`src/rtl/guess_entry.sv`:
```
// Guess entry front end for the lock: shifts in a WIDTH-bit guess MSB first,
// pulses done, then drives the unlock window and the wrong-guess lockout.
module guess_entry #(
    parameter int WIDTH          = 5,
    parameter int MAX_TRIES      = 3,
    parameter int LOCKOUT_CYCLES = 50,
    parameter int OPEN_CYCLES    = 20
) (
    input  logic             clk,
    input  logic             rst,
    input  logic             bit_in,
    input  logic             bit_strobe,
    input  logic             clear,
    input  logic             correct,
    output logic [WIDTH-1:0] guess,
    output logic             done,
    output logic [2:0]       bit_count,
    output logic             unlocked,
    output logic             locked_out,
    output logic [1:0]       fail_count
);
    localparam int TMAX = (OPEN_CYCLES > LOCKOUT_CYCLES) ? OPEN_CYCLES - 1 : LOCKOUT_CYCLES - 1;
    localparam int TW   = (TMAX > 0) ? $clog2(TMAX + 1) : 1;

    localparam logic [2:0]    LAST_BIT   = 3'(WIDTH - 1);
    localparam logic [1:0]    LAST_FAIL  = 2'(MAX_TRIES - 1);
    localparam logic [TW-1:0] OPEN_INIT  = TW'(OPEN_CYCLES - 1);
    localparam logic [TW-1:0] LOCK_INIT  = TW'(LOCKOUT_CYCLES - 1);

    typedef enum logic [2:0] {
        S_ENTRY,
        S_CHECK,
        S_EVAL,
        S_OPEN,
        S_LOCKOUT
    } state_t;

    state_t           state_q, state_d;
    logic [WIDTH-1:0] guess_q, guess_d;
    logic [2:0]       bit_count_q, bit_count_d;
    logic [1:0]       fail_count_q, fail_count_d;
    logic [TW-1:0]    timer_q, timer_d;
    logic             done_q, done_d;
    logic             unlocked_q, unlocked_d;
    logic             locked_out_q, locked_out_d;

    always_comb begin
        state_d      = state_q;
        guess_d      = guess_q;
        bit_count_d  = bit_count_q;
        fail_count_d = fail_count_q;
        timer_d      = timer_q;
        case (state_q)
            S_ENTRY: begin
                if (clear) begin
                    guess_d     = '0;
                    bit_count_d = '0;
                end else if (bit_strobe) begin
                    guess_d     = {guess_q[WIDTH-2:0], bit_in};
                    bit_count_d = bit_count_q + 3'd1;
                    if (bit_count_q == LAST_BIT) begin
                        state_d = S_CHECK;
                    end
                end
            end
            S_CHECK: state_d = S_EVAL;
            S_EVAL: begin
                guess_d     = '0;
                bit_count_d = '0;
                if (correct) begin
                    state_d      = S_OPEN;
                    fail_count_d = '0;
                    timer_d      = OPEN_INIT;
                end else if (fail_count_q == LAST_FAIL) begin
                    state_d      = S_LOCKOUT;
                    fail_count_d = '0;
                    timer_d      = LOCK_INIT;
                end else begin
                    state_d      = S_ENTRY;
                    fail_count_d = fail_count_q + 2'd1;
                end
            end
            S_OPEN, S_LOCKOUT: begin
                if (timer_q == '0) begin
                    state_d = S_ENTRY;
                end else begin
                    timer_d = timer_q - TW'(1);
                end
            end
            default: state_d = S_ENTRY;
        endcase
        // Status flags are registered from the next state so they line up with it.
        done_d       = (state_d == S_CHECK);
        unlocked_d   = (state_d == S_OPEN);
        locked_out_d = (state_d == S_LOCKOUT);
    end

    always_ff @(posedge clk or posedge rst) begin
        if (rst) begin
            state_q      <= S_ENTRY;
            guess_q      <= '0;
            bit_count_q  <= '0;
            fail_count_q <= '0;
            timer_q      <= '0;
            done_q       <= 1'b0;
            unlocked_q   <= 1'b0;
            locked_out_q <= 1'b0;
        end else begin
            state_q      <= state_d;
            guess_q      <= guess_d;
            bit_count_q  <= bit_count_d;
            fail_count_q <= fail_count_d;
            timer_q      <= timer_d;
            done_q       <= done_d;
            unlocked_q   <= unlocked_d;
            locked_out_q <= locked_out_d;
        end
    end

    assign guess      = guess_q;
    assign done       = done_q;
    assign bit_count  = bit_count_q;
    assign unlocked   = unlocked_q;
    assign locked_out = locked_out_q;
    assign fail_count = fail_count_q;
endmodule
```
`config.mk`:
```
export PLATFORM = sky130hd
export DESIGN_NAME = guess_entry
export DESIGN_NICKNAME = d
export VERILOG_FILES = /design/src/rtl/guess_entry.sv
export SDC_FILE = /design/constraint.sdc
export NUM_CORES = 1
export LEC_CHECK = 0
export BUFFER_PORTS_ARGS = -buffer_cell sky130_fd_sc_hd__buf_2
export CORE_MARGIN = 2
export CORE_UTILIZATION = 54
export DETAILED_ROUTE_END_ITERATION = 8
export PLACE_DENSITY = 0.84
export SYNTH_ARGS = -nofsm -noshare
export SYNTH_HDL_FRONTEND = slang
export SYNTH_SLANG_ARGS = --single-unit
```
`constraint.sdc`:
```
create_clock -name clk -period 1.9 [get_ports clk]
set_clock_uncertainty 0.2 [all_clocks]
set_input_delay 0.285 -clock clk [delete_from_list [all_inputs] [get_ports clk]]
set_output_delay 0.285 -clock clk [all_outputs]
set_load 0.01 [all_outputs]
```
==> results.yml, run 1 <==
setup_path:
  worstPathRequired_ps: 1900
  slowest_stage: "dfrtp_1"
  cp_top_family: "simple AND/OR/NAND/NOR gates"
  max_stage_delay_ps: 400
  arrival_ps: 1830
  crit_buf_inv: 1
  critPathKind: "flop to flop"
  reg2reg_setup_slack_ps: 70
  worstPathCellList: "inv_2 > ha_4 > or3b_4 > nor3_4 > a211oi_2 > or2_1"
  crit_path_end_kind: "flop"
  crit_start: "timer_q[1]$_DFFE_PP0P_"
  r2r_end: "state_q[0]$_DFF_PP0_"
  reg2reg_depth: 6
  start_kind: "flop"
  r2r_start: "timer_q[1]$_DFFE_PP0P_"
  cp_max_fo: 2
yosys:
  synth_top_family_by_area: "simple AND/OR/NAND/NOR gates"
  synthSimpleGateAreaFrac: 0.202
  syn_inst: 104
  async_flop_share: 1.00
  synth_xor_area_frac: 0.0154
  synthFlopType: "dfrtp_1"
  synthMuxAreaShare: 0.0176
  ys.warnings.count: 0
  ys_types: 44
  synth_area_um2: 1140
  synth_compound_area_frac: 0.189
  synth_seq_area_share: 0.483
  synth_edf_count: 0
  synthesis.nets: 114
  synth-seq-cells: 22
  synth_adder_area_share: 0.0439
  syn-mean-instance-area_um2: 11.0
global_routing:
  antenna_found_initial: 0
  grt_pass1_wl_um: 3800
  grt_usage: 0.201
  overflow: 0
  grt_pass1_vias: 868
  grt_max_degree: 23
clock_network:
  cts_buffer_depth: 2
  cts_tree: "yes"
  cts_sinks: 22
  htree_levels: 1
  cts_root_buffer: "clkbuf_4"
  clk_latency_ps: 300
  clk_pin_slew_ps: 110
  numCtsBuffers: 3
final_layout:
  final_cell_mix: "dfrtp_1 (22), buf_2 (18), nor2_1 (9)"
  synthToLayoutAreaGrowth_pct: 19.6
  final_common_cell: "dfrtp_1"
  multi_input_area_um2: 561
  drive_above_1_share: 0.336
  fillers: 156
  register_area_um2: 551
  fin_nets: 143
  antenna_cells: 0
worst_hold_path:
  hold_depth: 3
  min_to: "state_q[1]$_DFF_PP0_"
  hold_path.class: "input pin to flop"
  holdCritStartpoint: "correct"
drt:
  wirelength_um: 2240
  first_iter_violations: 11
  drtPass1Iterations: 3
  drc: 0
  vias: 868
  antenna_left: 0
  post_drt_wl_per_cell_um: 14.1
  viasPerCell: 5.49
power_and_ir_drop:
  leakage_nw: 0.667
  power_mw: 1.80
  power.density_nw_per_um2: 1320
  peakVddDrop_mv: 0.874
sta:
  slew_violations: 0
  finalCritPeriodShare: 0.961
  setup_viol: 0
  max_freq_mhz: 548
  whs_ps: 85.1
  relSlewSlack: 0.700
  hold_viol: 0
  worst_pin_slew_ps: 451
  fin_crit_ps: 1830
die:
  core_um2: 1980
  die-area_um2: 2490
  die_height_um: 49.9
  ios: 19
  die_w_um: 49.9
  num_rows: 16
  initial_utilization: 0.575
run_status:
  status: "complete, no violations"
place:
  numPortBuffers: 18
  gp_congestion: 0.863
  place_hpwl_um: 1600
flow_run:
  drv_cap: 0
[through the flow]
step | utilization | cell area, µm² | worst slack, ps | TNS (ps) | cells
after floorplan | - | 1140 | 138 | 0 | 104
after global placement | 0.641 | 1270 | 141 | 0 | 150
after detailed placement | 0.641 | 1270 | 64.3 | 0 | 150
after CTS | 0.663 | 1310 | 49.7 | 0 | 155
after global routing | 0.688 | 1360 | -2.63 | -2.63 | 158
final | 0.688 | 1360 | 73.5 | 0 | 158
[flip-flops by register name, indices dropped and copies added, names as in the netlist]
name / flops
state_q: 3
locked_out: 1
timer_q: 6
unlocked: 1
done: 1
fail_count: 2
guess: 5
bit_count: 3
[report_power, final]
group / switching [mW] / total [mW] / internal [mW]
Sequential: 0.176 / 0.784 / 0.608
Combinational: 0.411 / 0.807 / 0.396
Clock: 0.136 / 0.210 / 0.0741
Total: 0.723 / 1.80 / 1.08
[metal layers]
layer | GRT usage | wire [µm] | vias up
met2 | 0.336 | 1100 | 16
met5 | 0 | 0 | -
met3 | 0.0394 | 66 | 4
met4 | 0.0926 | 29 | 0
li1 | - | - | 431
met1 | 0.250 | 1040 | 417
[synth_stat cells (2+ instances only)]
cell type,number,area (µm²)
a21oi_1,3,15.0
a22o_1,7,61.3
a2bb2oi_1,2,17.5
buf_4,2,15.0
dfrtp_1,22,551
ha_1,4,50.1
inv_1,7,26.3
mux2i_1,2,20.0
nand2_1,4,15.0
nand2b_1,3,18.8
nand3_1,2,10.0
nor2_1,9,33.8
nor3_1,3,15.0
o21ai_0,3,15.0
o22ai_1,2,12.5
[area by class of cell]
cell class	count	area share
well taps	27	0.0248
multi-input cells	71	0.411
repair buffers	28	0.125
flip-flops and latches	22	0.404
inverters	7	0.0193
clock buffers	3	0.0165
[what timing repair did]
item,CTS,global route
hold buffers,2,0
buffers inserted,0,3
resized for setup,0,8
endpoints found under the setup margin,0,1
hold endpoints to repair,23,0
[logic make-up (layout without fill, tap and decap cells)]
logic type,Yosys count,in the layout
XOR/XNOR,2,2
AO/OA/AOI/OAI,25,25
multiplexers,2,2
flip-flops,22,22
adder cells (fa/ha/maj),4,4
buffers and inverters,11,38
AND/OR/NAND/NOR,38,38
[tightest hold or removal path, stage by stage]
cell and delay [ps]:
buf_2 130, nand3b_1 80, a21oi_1 60
[how the worst max path moves through the flow]
stage	to	cells past startpoint	slack [ps]
global route	state_q[0]$_DFF_PP0_	6	-3
global placement	state_q[0]$_DFF_PP0_	6	140
floorplan	state_q[0]$_DFF_PP0_	6	140
detailed placement	state_q[0]$_DFF_PP0_	6	60
finish	state_q[0]$_DFF_PP0_	6	70
CTS	state_q[0]$_DFF_PP0_	6	50
Note: power is estimated with default switching activity, not from simulation.
==> inputs of run 2 (changes only) <==
--- a/config.mk
+++ b/config.mk
@@ -10,6 +10,7 @@
 export CORE_UTILIZATION = 54
 export DETAILED_ROUTE_END_ITERATION = 8
 export PLACE_DENSITY = 0.84
+export RECOVER_POWER = 25
 export SYNTH_ARGS = -nofsm -noshare
 export SYNTH_HDL_FRONTEND = slang
 export SYNTH_SLANG_ARGS = --single-unit
==> results.yml, run 2 (synthesis results as in run 1) <==
run_status:
  status: "complete, no violations"
global_routing:
  grt_max_degree: 23
  grt_pass1_vias: 868
  grt_pass1_wl_um: 3800
  antenna_found_initial: 0
  overflow: 0
  grt_usage: 0.201
clock_network:
  numCtsBuffers: 3
  cts_buffer_depth: 2
  clk_pin_slew_ps: 110
  cts_root_buffer: "clkbuf_4"
  htree_levels: 1
  clk_latency_ps: 300
  cts_sinks: 22
  cts_tree: "yes"
flow_run:
  drv_cap: 0
drt:
  wirelength_um: 2240
  antenna_left: 0
  viasPerCell: 5.49
  vias: 868
  first_iter_violations: 11
  drc: 0
  drtPass1Iterations: 3
  post_drt_wl_per_cell_um: 14.1
die:
  die-area_um2: 2490
  die_height_um: 49.9
  initial_utilization: 0.575
  ios: 19
  core_um2: 1980
  num_rows: 16
  die_w_um: 49.9
place:
  place_hpwl_um: 1600
  place_ws_ps: 64.3
  post_dp_cell_area_um2: 1270
  numPortBuffers: 18
  gp_congestion: 0.863
worst_hold_path:
  holdCritStartpoint: "correct"
  hold_path.class: "input pin to flop"
sta:
  relSlewSlack: 0.640
  setup_viol: 0
  slew_violations: 0
  max_freq_mhz: 548
  fin_crit_ps: 1830
  finalCritPeriodShare: 0.961
  hold_viol: 0
  worst_slack_ps: 73.6
  worst_pin_slew_ps: 539
final_layout:
  largest_reg_flops: 6
  multi_input_area_um2: 561
  synthToLayoutAreaGrowth_pct: 19.4
  register_area_um2: 551
  fin_nets: 143
  final_cell_mix: "dfrtp_1 (22), buf_2 (18), nor2_1 (9)"
  antenna_cells: 0
  drive_above_1_share: 0.336
  regMostFlops: "timer_q"
  final_cell_area_um2: 1360
  final_common_cell: "dfrtp_1"
  fillers: 157
power_and_ir_drop:
  power.density_nw_per_um2: 1320
  p_clk_frac: 0.117
  internal_power_mw: 1.08
  p_comb_frac: 0.448
  peakVddDrop_mv: 0.874
  pwr-share-seq: 0.435
  switching_share: 0.402
  switchingPower_uw: 723
  leakage_nw: 0.666
setup_path:
  critPathKind: "flop to flop"
  cp_max_fo: 2
  arrival_ps: 1830
  crit_path_end_kind: "flop"
  crit_start: "timer_q[1]$_DFFE_PP0P_"
  worstPathRequired_ps: 1900
  r2r_start: "timer_q[1]$_DFFE_PP0P_"
  start_kind: "flop"
run 2: changes by cell type in the layout (fill, tap and decap cells not counted):
cell      previous run  this run
clkbuf_2             0         1
buf_4                8         7
run 2: repair_timing:
| item | CTS | global route |
|---|---|---|
| setup buffers | 0 | 3 |
| endpoints found under the setup margin | 0 | 1 |
| gates resized for setup | 0 | 8 |
| hold buffers | 2 | 0 |
| hold endpoints to repair | 23 | 0 |
run 2: path summary, 6_finish.rpt:
check	to	slack (ps)	depth (start not counted)
max	state_q[0]$_DFF_PP0_	70	6
min	state_q[1]$_DFF_PP0_	90	3
max reg2reg	state_q[0]$_DFF_PP0_	70	6
min reg2reg	bit_count[2]$_DFFE_PP0P_	310	1
max in group asynchronous	unlocked$_DFF_PP0_	730	4
min in group asynchronous	guess[1]$_DFFE_PP0P_	420	4
run 2: layer usage:
layer,part of all wire,routed length [µm],GRT usage
met5,0,0,0
met1,0.47,1040,0.250
met2,0.49,1100,0.336
met3,0.030,66,0.0394
met4,0.013,29,0.0926
run 2: area by class of cell:
type	count	share of cell area
inverters	7	0.0193
multi-input cells	71	0.412
well taps	27	0.0248
flip-flops and latches	22	0.404
clock buffers	3	0.0165
repair buffers	28	0.123
run 2: stage by stage:
step / total power, mW / TNS (ps) / std cells / hold slack [ps] / utilization
after floorplan: 1.32 / 0 / 104 / 74.2 / -
after global placement: 1.49 / 0 / 150 / 125 / 0.641
after detailed placement: 1.54 / 0 / 150 / 128 / 0.641
after CTS: 1.75 / 0 / 155 / 75.2 / 0.663
after global routing: 1.94 / -2.63 / 158 / 85.2 / 0.687
final: 1.80 / 0 / 158 / 85.1 / 0.687
run 2: worst max-delay path, stage by stage, from the launching register on:
cell	delay, ps
dfrtp_1	400
inv_2	80
ha_4	130
or3b_4	390
nor3_4	200
a211oi_2	100
or2_1	220
run 2: power groups by stage:
stage / Sequential (mW) / Combinational, mW / Clock (mW)
6_report: 0.783 / 0.807 / 0.210
3_5_place_dp: 0.780 / 0.757 / 0
3_3_place_gp: 0.766 / 0.728 / 0
2_1_floorplan: 0.756 / 0.562 / 0
5_1_grt: 0.809 / 0.900 / 0.234
4_1_cts: 0.771 / 0.760 / 0.215
==> inputs of run 3 (changes only) <==
--- a/config.mk
+++ b/config.mk
@@ -7,9 +7,9 @@
 export LEC_CHECK = 0
 export BUFFER_PORTS_ARGS = -buffer_cell sky130_fd_sc_hd__buf_2
 export CORE_MARGIN = 2
-export CORE_UTILIZATION = 54
+export CORE_UTILIZATION = 49
 export DETAILED_ROUTE_END_ITERATION = 8
-export PLACE_DENSITY = 0.84
+export PLACE_DENSITY = 0.81
 export RECOVER_POWER = 25
 export SYNTH_ARGS = -nofsm -noshare
 export SYNTH_HDL_FRONTEND = slang
==> constraint.sdc (replaced) <==
create_clock -name clk -period 1.55 [get_ports clk]
set_clock_uncertainty 0.2 [all_clocks]
set_input_delay 0.2325 -clock clk [delete_from_list [all_inputs] [get_ports clk]]
set_output_delay 0.2325 -clock clk [all_outputs]
set_load 0.01 [all_outputs]
==> results.yml, run 3 (synthesis results as in run 1) <==
setup_path:
  crit_path_end_kind: "flop"
  arrival_ps: 1820
  cp_max_fo: 2
  reg2reg_depth: 6
  worstPathRequired_ps: 1550
  cp_top_family: "simple AND/OR/NAND/NOR gates"
  slowest_stage: "dfrtp_1"
  critPathKind: "flop to flop"
  crit_buf_inv: 1
  max_stage_delay_ps: 410
  worstPathCellList: "inv_2 > ha_4 > or3b_4 > nor3_4 > a211oi_1 > or2_1"
  start_kind: "flop"
  crit_cells: 6
sta:
  max_freq_mhz: 549
  hold_viol: 0
  worst_slack_ps: -272
  finalCritPeriodShare: 1.18
  fin_crit_ps: 1820
  slew_violations: 0
  worst_pin_slew_ps: 536
  rsz0062_at_grt: "yes"
  whs_ps: 38.2
  setup_viol: 19
  relSlewSlack: 0.643
die:
  core_um2: 2210
  num_rows: 17
  initial_utilization: 0.515
  die_height_um: 52.2
  die_w_um: 52.2
  die-area_um2: 2730
  ios: 19
clock_network:
  numCtsBuffers: 3
  clk_latency_ps: 300
  clk_pin_slew_ps: 110
  cts_root_buffer: "clkbuf_4"
  cts_tree: "yes"
  cts_sinks: 22
  htree_levels: 1
  cts_buffer_depth: 2
global_routing:
  overflow: 0
  grt_usage: 0.201
  grt_pass1_vias: 892
  grt_busiest_layer: "met2"
  grtUsageMet3: 0.0286
  grt_use_met1: 0.269
  grt_max_degree: 23
  antenna_found_initial: 0
  grt_pass1_wl_um: 4000
  grt_util_met2: 0.316
final_layout:
  final_common_cell: "dfrtp_1"
  largest_reg_flops: 6
  final_cell_area_um2: 1450
  regMostFlops: "timer_q"
  stdcell_count: 171
  register_area_um2: 551
  drive_above_1_share: 0.385
  fillers: 186
  final_cell_mix: "dfrtp_1 (22), buf_4 (19), buf_2 (18)"
  synthToLayoutAreaGrowth_pct: 27.3
  fin_nets: 155
  multi_input_area_um2: 559
  antenna_cells: 0
flow_run:
  drv_cap: 0
place:
  post_dp_cell_area_um2: 1370
  gp_congestion: 0.920
  place_ws_ps: -259
  place_hpwl_um: 1720
  numPortBuffers: 18
  placedCellCount: 163
power_and_ir_drop:
  peakVddDrop_mv: 0.896
  power.density_nw_per_um2: 1630
  power_mw: 2.36
  leakage_nw: 0.722
run_status:
  violations: "negative setup slack"
  status: "finished, violations left"
worst_hold_path:
  hold_depth: 3
  hold_path.class: "input pin to flop"
drt:
  first_iter_violations: 4
  post_drt_wl_per_cell_um: 13.7
  wirelength_um: 2340
  antenna_left: 0
  drc: 0
  viasPerCell: 5.42
  drtPass1Iterations: 3
  vias: 927
==> run 3: changes by cell type in the layout (fill, tap and decap cells not counted), sizes merged <==
cell / before / now
buf: 25 / 37
==> run 3: through the flow <==
step	setup TNS [ps]	util
2_1_floorplan	-307	-
3_3_place_gp	-831	0.618
3_5_place_dp	-1710	0.618
4_1_cts	-1840	0.654
5_1_grt	-3600	0.656
6_report	-1950	0.656
==> run 3: final timing paths <==
path                       slack [ps]                       end                     start
setup / recovery                 -270      state_q[0]$_DFF_PP0_    timer_q[0]$_DFFE_PP0P_
hold / removal                     40      state_q[1]$_DFF_PP0_                   correct
setup reg to reg                 -270      state_q[0]$_DFF_PP0_    timer_q[0]$_DFFE_PP0P_
hold reg to reg                   300  bit_count[2]$_DFFE_PP0P_  bit_count[2]$_DFFE_PP0P_
max in group asynchronous         410    timer_q[2]$_DFFE_PP0P_                       rst
min in group asynchronous         380  bit_count[1]$_DFFE_PP0P_                       rst
==> run 3: repair_timing <==
| item | 4_1_cts | 5_1_grt |
|---|---|---|
| pin swaps | 2 | 1 |
| hold buffers | 2 | 0 |
| setup endpoints to repair | 18 | 21 |
| setup buffers | 2 | 1 |
| gates resized for setup | 4 | 0 |
| endpoints found under the hold margin | 23 | 0 |
==> run 3: power by group <==
part | switching [mW] | total (mW) | internal, mW
clock network | 0.161 | 0.251 | 0.0905
logic | 0.589 | 1.19 | 0.604
registers | 0.173 | 0.919 | 0.745
==> run 3: cell type report <==
type                       instances  share of cell area
clock buffer                       3              0.0155
timing repair buffer              40               0.178
tap                               28              0.0241
sequential                        22               0.379
inverter                           7              0.0181
multi-input combinational         71               0.385
==> run 3: worst register-to-register path: stages (launching register included) <==
cell and delay [ps]:
dfrtp_1 410, inv_2 90, ha_4 140, or3b_4 390, nor3_4 170, a211oi_1 110
or2_1 230
==> run 3: routing by layer <==
metal  wire [µm]  vias to the layer above  part of all wire
met5           0                        -                 0
met4          63                        0             0.027
met3          74                        6             0.032
met2        1090                       19              0.47
met1        1110                      451              0.47
li1            -                      451                 -
